===== src/rtl/nrisc_alu_pkg.sv =====
// -----------------------------------------------------------------------------
// nrisc_alu_pkg
// Shared constants for the sequenced ALU controller: opcode values, the ALU
// function-select encoding, FSM state encoding, the default datapath width and
// a request-legality helper.
// Optional feature: ALU_SEQ_NEG_EN (consumed by alu_seq, not by this package).
// -----------------------------------------------------------------------------
package nrisc_alu_pkg;

    localparam int TAM_DEF = 16;

    // Operation codes presented on OP_code
    localparam logic [3:0] OP_ADD = 4'd0;
    localparam logic [3:0] OP_SUB = 4'd1;
    localparam logic [3:0] OP_INC = 4'd2;
    localparam logic [3:0] OP_DEC = 4'd3;
    localparam logic [3:0] OP_NEG = 4'd4;
    localparam logic [3:0] OP_NOT = 4'd5;
    localparam logic [3:0] OP_AND = 4'd6;
    localparam logic [3:0] OP_OR  = 4'd7;

    // ALU function select driven on ULA_op
    localparam logic [2:0] ULA_ADD = 3'd0;
    localparam logic [2:0] ULA_SUB = 3'd1;
    localparam logic [2:0] ULA_AND = 3'd2;
    localparam logic [2:0] ULA_OR  = 3'd3;
    localparam logic [2:0] ULA_XOR = 3'd4;

    // A-side mux input that carries TMP_out
    localparam logic [3:0] SEL_TMP = 4'd15;

    typedef enum logic [1:0] {
        ST_IDLE  = 2'd0,
        ST_EXEC1 = 2'd1,
        ST_EXEC2 = 2'd2,
        ST_HOLD  = 2'd3
    } state_t;

    // A request is legal when the opcode is implemented and the A index does
    // not point at the temporary register.
    function automatic logic op_legal(input logic [3:0] code,
                                      input logic [3:0] src_a,
                                      input logic       neg_en);
        return (src_a != SEL_TMP) && (code <= OP_OR) &&
               ((code != OP_NEG) || neg_en);
    endfunction

endpackage


===== src/rtl/alu_seq.sv =====
// -----------------------------------------------------------------------------
// alu_seq
// Sequencing controller for an external combinational ALU fed by two 16:1
// operand muxes. Accepts one operation per handshake, drives mux selects and
// ALU controls for one (or, for NEG, two) execute cycles, captures the ALU
// output and holds it until the consumer takes it.
//
// Ports
//   clk, rst            clock, synchronous active-low reset
//   OP_valid/OP_ready   request handshake (ready only in IDLE)
//   OP_code             operation code
//   OP_srcA/OP_srcB     operand register indices
//   MUX_selA/MUX_selB   operand mux selects
//   cmp2                forces the A operand to all-ones
//   incdec              forces the B operand to 1
//   ULA_op              ALU function select
//   ULA_result          ALU output (combinational, from outside)
//   TMP_out             temporary register (A-side mux input 15)
//   RES_out/RES_valid/RES_ready  result handshake
//   ERR                 one-cycle pulse after an illegal request
//
// Optional feature: define ALU_SEQ_NEG_EN to enable NEG (two-step ~B+1 via
// TMP_out and state EXEC2). Without it, opcode 4 is illegal and TMP_out is 0.
// -----------------------------------------------------------------------------
module alu_seq
    import nrisc_alu_pkg::*;
#(
    parameter int TAM = TAM_DEF
) (
    input  logic           clk,
    input  logic           rst,
    input  logic           OP_valid,
    output logic           OP_ready,
    input  logic [3:0]     OP_code,
    input  logic [3:0]     OP_srcA,
    input  logic [3:0]     OP_srcB,
    output logic [3:0]     MUX_selA,
    output logic [3:0]     MUX_selB,
    output logic           cmp2,
    output logic           incdec,
    output logic [2:0]     ULA_op,
    input  logic [TAM-1:0] ULA_result,
    output logic [TAM-1:0] TMP_out,
    output logic [TAM-1:0] RES_out,
    output logic           RES_valid,
    input  logic           RES_ready,
    output logic           ERR
);

`ifdef ALU_SEQ_NEG_EN
    localparam logic NEG_EN = 1'b1;
`else
    localparam logic NEG_EN = 1'b0;
`endif

    state_t         state_q, state_d;
    logic [3:0]     code_q, code_d;
    logic [3:0]     srca_q, srca_d;
    logic [3:0]     srcb_q, srcb_d;
    logic [TAM-1:0] res_q, res_d;
    logic [TAM-1:0] tmp_q, tmp_d;
    logic           err_q, err_d;

    always_comb begin
        state_d  = state_q;
        code_d   = code_q;
        srca_d   = srca_q;
        srcb_d   = srcb_q;
        res_d    = res_q;
        tmp_d    = tmp_q;
        err_d    = 1'b0;
        MUX_selA = 4'd0;
        MUX_selB = 4'd0;
        cmp2     = 1'b0;
        incdec   = 1'b0;
        ULA_op   = ULA_ADD;

        case (state_q)
            ST_IDLE: begin
                if (OP_valid) begin
                    code_d = OP_code;
                    srca_d = OP_srcA;
                    srcb_d = OP_srcB;
                    // Illegal requests never leave IDLE; ERR shows up next cycle.
                    if (op_legal(OP_code, OP_srcA, NEG_EN)) begin
                        state_d = ST_EXEC1;
                    end else begin
                        err_d = 1'b1;
                    end
                end
            end

            ST_EXEC1: begin
                MUX_selA = srca_q;
                MUX_selB = srcb_q;
                case (code_q)
                    OP_ADD: ULA_op = ULA_ADD;
                    OP_SUB: ULA_op = ULA_SUB;
                    OP_INC: begin incdec = 1'b1; ULA_op = ULA_ADD; end
                    OP_DEC: begin incdec = 1'b1; ULA_op = ULA_SUB; end
                    // all-ones XOR B yields ~B; NEG reuses this as its first step
                    OP_NEG, OP_NOT: begin cmp2 = 1'b1; ULA_op = ULA_XOR; end
                    OP_AND: ULA_op = ULA_AND;
                    OP_OR:  ULA_op = ULA_OR;
                    default: ULA_op = ULA_ADD;
                endcase
`ifdef ALU_SEQ_NEG_EN
                if (code_q == OP_NEG) begin
                    tmp_d   = ULA_result;
                    state_d = ST_EXEC2;
                end else begin
                    res_d   = ULA_result;
                    state_d = ST_HOLD;
                end
`else
                res_d   = ULA_result;
                state_d = ST_HOLD;
`endif
            end

            ST_EXEC2: begin
`ifdef ALU_SEQ_NEG_EN
                // TMP_out (~B) + 1 completes the two's-complement negate
                MUX_selA = SEL_TMP;
                MUX_selB = srcb_q;
                incdec   = 1'b1;
                ULA_op   = ULA_ADD;
                res_d    = ULA_result;
                state_d  = ST_HOLD;
`else
                state_d  = ST_IDLE;
`endif
            end

            ST_HOLD: begin
                if (RES_ready) begin
                    state_d = ST_IDLE;
                end
            end

            default: state_d = ST_IDLE;
        endcase
    end

    always_ff @(posedge clk) begin
        if (!rst) begin
            state_q <= ST_IDLE;
            code_q  <= 4'd0;
            srca_q  <= 4'd0;
            srcb_q  <= 4'd0;
            res_q   <= '0;
            tmp_q   <= '0;
            err_q   <= 1'b0;
        end else begin
            state_q <= state_d;
            code_q  <= code_d;
            srca_q  <= srca_d;
            srcb_q  <= srcb_d;
            res_q   <= res_d;
            tmp_q   <= tmp_d;
            err_q   <= err_d;
        end
    end

    assign OP_ready  = (state_q == ST_IDLE);
    assign RES_valid = (state_q == ST_HOLD);
    assign RES_out   = res_q;
    assign TMP_out   = tmp_q;
    assign ERR       = err_q;

endmodule


===== config.mk =====
export PLATFORM = sky130hd
export DESIGN_NAME = alu_seq
export DESIGN_NICKNAME = d
export VERILOG_FILES = /design/src/rtl/nrisc_alu_pkg.sv /design/src/rtl/alu_seq.sv
export SDC_FILE = /design/constraint.sdc
export NUM_CORES = 1
export LEC_CHECK = 0
export CAP_MARGIN = 20
export CORE_UTILIZATION = 34
export CTS_CLUSTER_DIAMETER = 100
export DETAILED_ROUTE_END_ITERATION = 10
export PLACE_DENSITY = 0.76
export SLEW_MARGIN = 10
export SYNTH_ARGS = -nofsm -noshare
export SYNTH_HDL_FRONTEND = slang
export SYNTH_SLANG_ARGS = --single-unit

===== constraint.sdc =====
create_clock -name clk -period 1.1 [get_ports clk]
set_input_delay 0.11 -clock clk [delete_from_list [all_inputs] [get_ports clk]]
set_output_delay 0.11 -clock clk [all_outputs]
set_load 0.03 [all_outputs]

# == After elaboration in Yosys (flattened, before gate mapping) ==
# Index checks and enable logic that the tools add are counted.
# op_classes
mul,0
mux,13
magnitude_cmp,1
n_shift,0
n_div,0
bitwise,0
n_addsub,0
n_eq_ne,15
reduce_logical,9
# ops
op,count
"4-bit by 3-bit == test with 1-bit output, second input constant",4
3-bit case mux with 4 select lines,1
"4-bit by 2-bit == test with 1-bit output, second input constant",2
4-bit 2-to-1 mux,2
2-bit case mux with 4 select lines,1
2-bit 2-to-1 mux,3
3-bit AND reduction,2
2-bit OR reduction,3
1-bit 2-to-1 mux,5
"2-bit == test, second input constant",2
"4-bit by 1-bit == test with 1-bit output, second input constant",1
"4-bit by 3-bit less-or-equal comparator with 1-bit output, second input constant",1
"2-bit by 1-bit != test with 1-bit output, second input constant",2
"4-bit by 3-bit != test with 1-bit output, second input constant",1
"4-bit != test, second input constant",1
3-bit 2-to-1 mux,1
"2-bit by 1-bit == test with 1-bit output, second input constant",1
1-bit logical AND,2
2-bit logical NOT,1
"2-bit != test, second input constant",1
2-bit AND reduction,1
# totals
out_inout_bits,48
rom_bits,0
mem_bits_rw,0
memories,0
latchBits,0
ff_bits,31

# == Longest topological paths before layout ==
# depth
ltp_word,6
ltp_mapped,4
mapped_depth_nobuf,3

# == Worst setup path after synthesis ==
# Ideal clock, no wire load.
# synth_path
kind,reg2out
start,register state_q[1]
end,output port incdec
path_stages_with_launch,4
setup_slack_ps,-703
t_arrival_ps,1693
path_buffers,1
cell_sequence,dfxtp_1 -> nand2b_1 -> buf_2 -> nor4b_1
# synth_via
elab_chain_cells,2
# synth_lines
element,line_no,source
"start, declared",alu_seq.sv:56,"state_t state_q, state_d;"
"start signal, assigned",alu_seq.sv:155,state_q <= state_d;
2-bit by 1-bit == test with 1-bit output,alu_seq.sv:78,case (state_q)
1-bit 2-to-1 mux,alu_seq.sv:78,
"end, declared",alu_seq.sv:40,"output logic incdec,"
# Every way passes these cells.

# == Worst setup path after layout ==
# layout_path
start,register state_q[0]
end,output port MUX_selB[1]
# layout_via
elab_chain_cells,2
# layout_lines
element,line_no,source
2-bit by 1-bit == test with 1-bit output,alu_seq.sv:78,
4-bit 2-to-1 mux,alu_seq.sv:78,
"end, declared",alu_seq.sv:38,"output logic [3:0] MUX_selB,"
# Every way passes these cells.

==> run summary <==
Setup TNS Final: -4.12 ns
GRT met1 Usage: 0.191
Via count: 1310
Remaining DRCs: 0
Synth top area cells: dfxtp_1, nand2_1, a21boi_1
Layout Area Growth over Synthesis: 70.6%
MaxCap Viol Count: 0
WP data required: 0.99 ns
Clock sinks: 31
Placer Congestion: 0.750
Leakage power: 1.02 nW
DR iter-0 viols: 56
Terminus of the critical flop-to-flop path: RES_out[9]
Initial core utilization: 0.366
Count of final hold-check violations: 0
Synth top area share: 0.446
Worst VDD drop: 0.794 mV
Initial antenna violation count: 0
Grt met2 use: 0.263
Final period utilization: 1.27
Yosys warnings: 0
Max-slew violation count: 0
Share of layout cells above drive strength 1: 0.360
Die height: 66.0 µm
Kind of critical path: flip-flop to primary output
Bufs on Longest Clock Path: 2
PD cells: 1210 mW/mm²
Mapped Cells: 171
Crit. End Element: primary output
Core area: 0.00380 mm²
Clock Tree Root: clkbuf_8
Tmin final: 1.40 ns
Status: finished, violations left
Reg-to-reg slack, setup: -0.09 ns
Worst R2R Path Depth: 6
GRT Total Usage: 0.164
Netlist cell types: 21
Synth Cell Area: 0.00139 mm²
CP arrival: 1.29 ns
Final WS setup: -0.295 ns
CTS Buf Count: 5
Worst skew pair latency: 0.28 ns
H-Tree Level Count: 2
Final nets: 285
Worst hold path class: input pin to flip-flop
Die Wd: 66.0 µm
Ant. Diodes: 0
Drt wl/cell: 11.0 µm
Syn Area/Cell: 8.14 µm²
Violated checks: setup timing
I/O Buffers: 63
F_max: 717 MHz
Hold endpoint: RES_out[1]
CTS clk-pin slew, worst paths: 0.06 ns
Seq/Total Area, Yosys: 0.446
Setup violations, final: 30
GRT met3 Usage: 0.0638
Final Skew: 0.00282 ns
Worst Min Path Start: ULA_result[1]
Vias in the first global route: 1152
Post-synth top area cell: dfxtp_1
Largest net degree at the start of global routing: 18
DP Wirelength: 2360 µm
Synth Register Bits: 31
CTS tree: yes
Worst hold stages: 3
Vias per cell: 4.35
Core Util, Final: 0.625
PnR Total Power: 2.86 mW
RSZ-0062 raised after global routing: true
CTS Hold Bufs: 0
DRT Wirelength: 3320 µm
WHS: 0.371 ns
CP max FO: 9
Die area: 0.00435 mm²
Critical path launch point type: flip-flop
Setup WS pre-CTS: -0.268 ns
Gr ovfl total: 0
ANT nets after route: 0
Busiest grt layer: met2
# rows: 22
Reg2Reg Launch Point: state_q[0]
Initial DRT Pass Iterations: 4
Io pins: 80
First-pass GRT wire length: 5200 µm
[layout by cell type (no fill, tap or decap), types with 2 or more instances in the layout]
master / instances
a21boi_0: 4
a21boi_1: 23
a21oi_2: 2
and2_4: 9
and3_4: 2
buf_12: 2
buf_4: 27
buf_6: 20
clkbuf_2: 4
clkbuf_8: 6
clkdlybuf4s50_1: 31
conb_1: 16
dfxtp_1: 28
dfxtp_2: 2
nand2_1: 54
nand2_2: 4
nor2_4: 2
nor3_4: 2
[layer usage]
metal | wire length [µm] | share of wire
met5 | 0 | 0
met4 | 59 | 0.018
met3 | 212 | 0.064
met2 | 1590 | 0.48
met1 | 1460 | 0.44
[cells by family (layout without fill, tap and decap cells)]
logic type             after synthesis  count (layout)  share of synthesized area
other                                1              16                    0.00270
AOI/OAI and AO/OA                   32              32                      0.169
and+or+nand+nor                     82              82                      0.266
buffers and inverters               25              92                      0.116
DFF                                 31              31                      0.446
[report_power, final]
| part | internal, mW | switching, mW | leakage [nW] |
|---|---|---|---|
| logic | 0.353 | 0.389 | 0.714 |
| registers | 1.19 | 0.0460 | 0.255 |
| clock network | 0.489 | 0.391 | 0.0470 |
[worst max-delay path by stage]
| stage | from | to | cells after the start |
|---|---|---|---|
| floorplan | state_q[1] | incdec | 3 |
| global placement | OP_valid | srcb_q[3] | 5 |
| detailed placement | OP_valid | srcb_q[3] | 5 |
| CTS | state_q[1] | MUX_selB[1] | 4 |
| global route | state_q[1] | MUX_selB[2] | 4 |
| finish | state_q[0] | MUX_selB[1] | 4 |
[cell usage after synthesis]
master	count
nor3b_2	1
a21boi_1	22
nor2_1	3
or3b_1	1
buf_4	16
a21boi_0	6
a21oi_1	3
and2_1	9
nor3_1	2
nand2b_1	2
clkbuf_1	3
conb_1	1
a41o_1	1
buf_2	6
nand2_1	58
nor2b_1	1
nor4b_1	1
nand4_1	1
dfxtp_1	31
and2b_1	1
and3_1	2
[timing repair]
action                     in CTS  in global routing
gates cloned                    0                  1
resized for setup              35                 21
pin swaps                       3                  4
setup endpoints to repair      32                 42
buffers inserted                2                  1
[cell type report]
cell class	count	area (µm²)
fill	357	1430
timing repair buffer	85	810
multi-input combinational	130	790
sequential	31	627
clock buffer	6	82.6
tap	48	60.1
clock inverter	1	5.00
[through the flow]
| stage | std cells | instance area, µm² |
|---|---|---|
| 6_report | 301 | 2370 |
| 5_1_grt | 301 | 2370 |
| 3_3_place_gp | 290 | 2150 |
| 3_5_place_dp | 290 | 2150 |
| 2_1_floorplan | 186 | 1530 |
| 4_1_cts | 299 | 2330 |
[registers in the layout, summed over array words and instances, names as in the netlist]
| signal | cells |
|---|---|
| srca_q | 4 |
| srcb_q | 4 |
| state_q | 2 |
| RES_out | 16 |
| ERR | 1 |
| code_q | 4 |
[critical path, stage by stage, from the launching register on]
cell and delay [ns]:
dfxtp_4 0.37, and2b_2 0.22, buf_12 0.14, and2_4 0.15
buf_6 0.13
No activity file was read; power rests on OpenSTA's default activity.
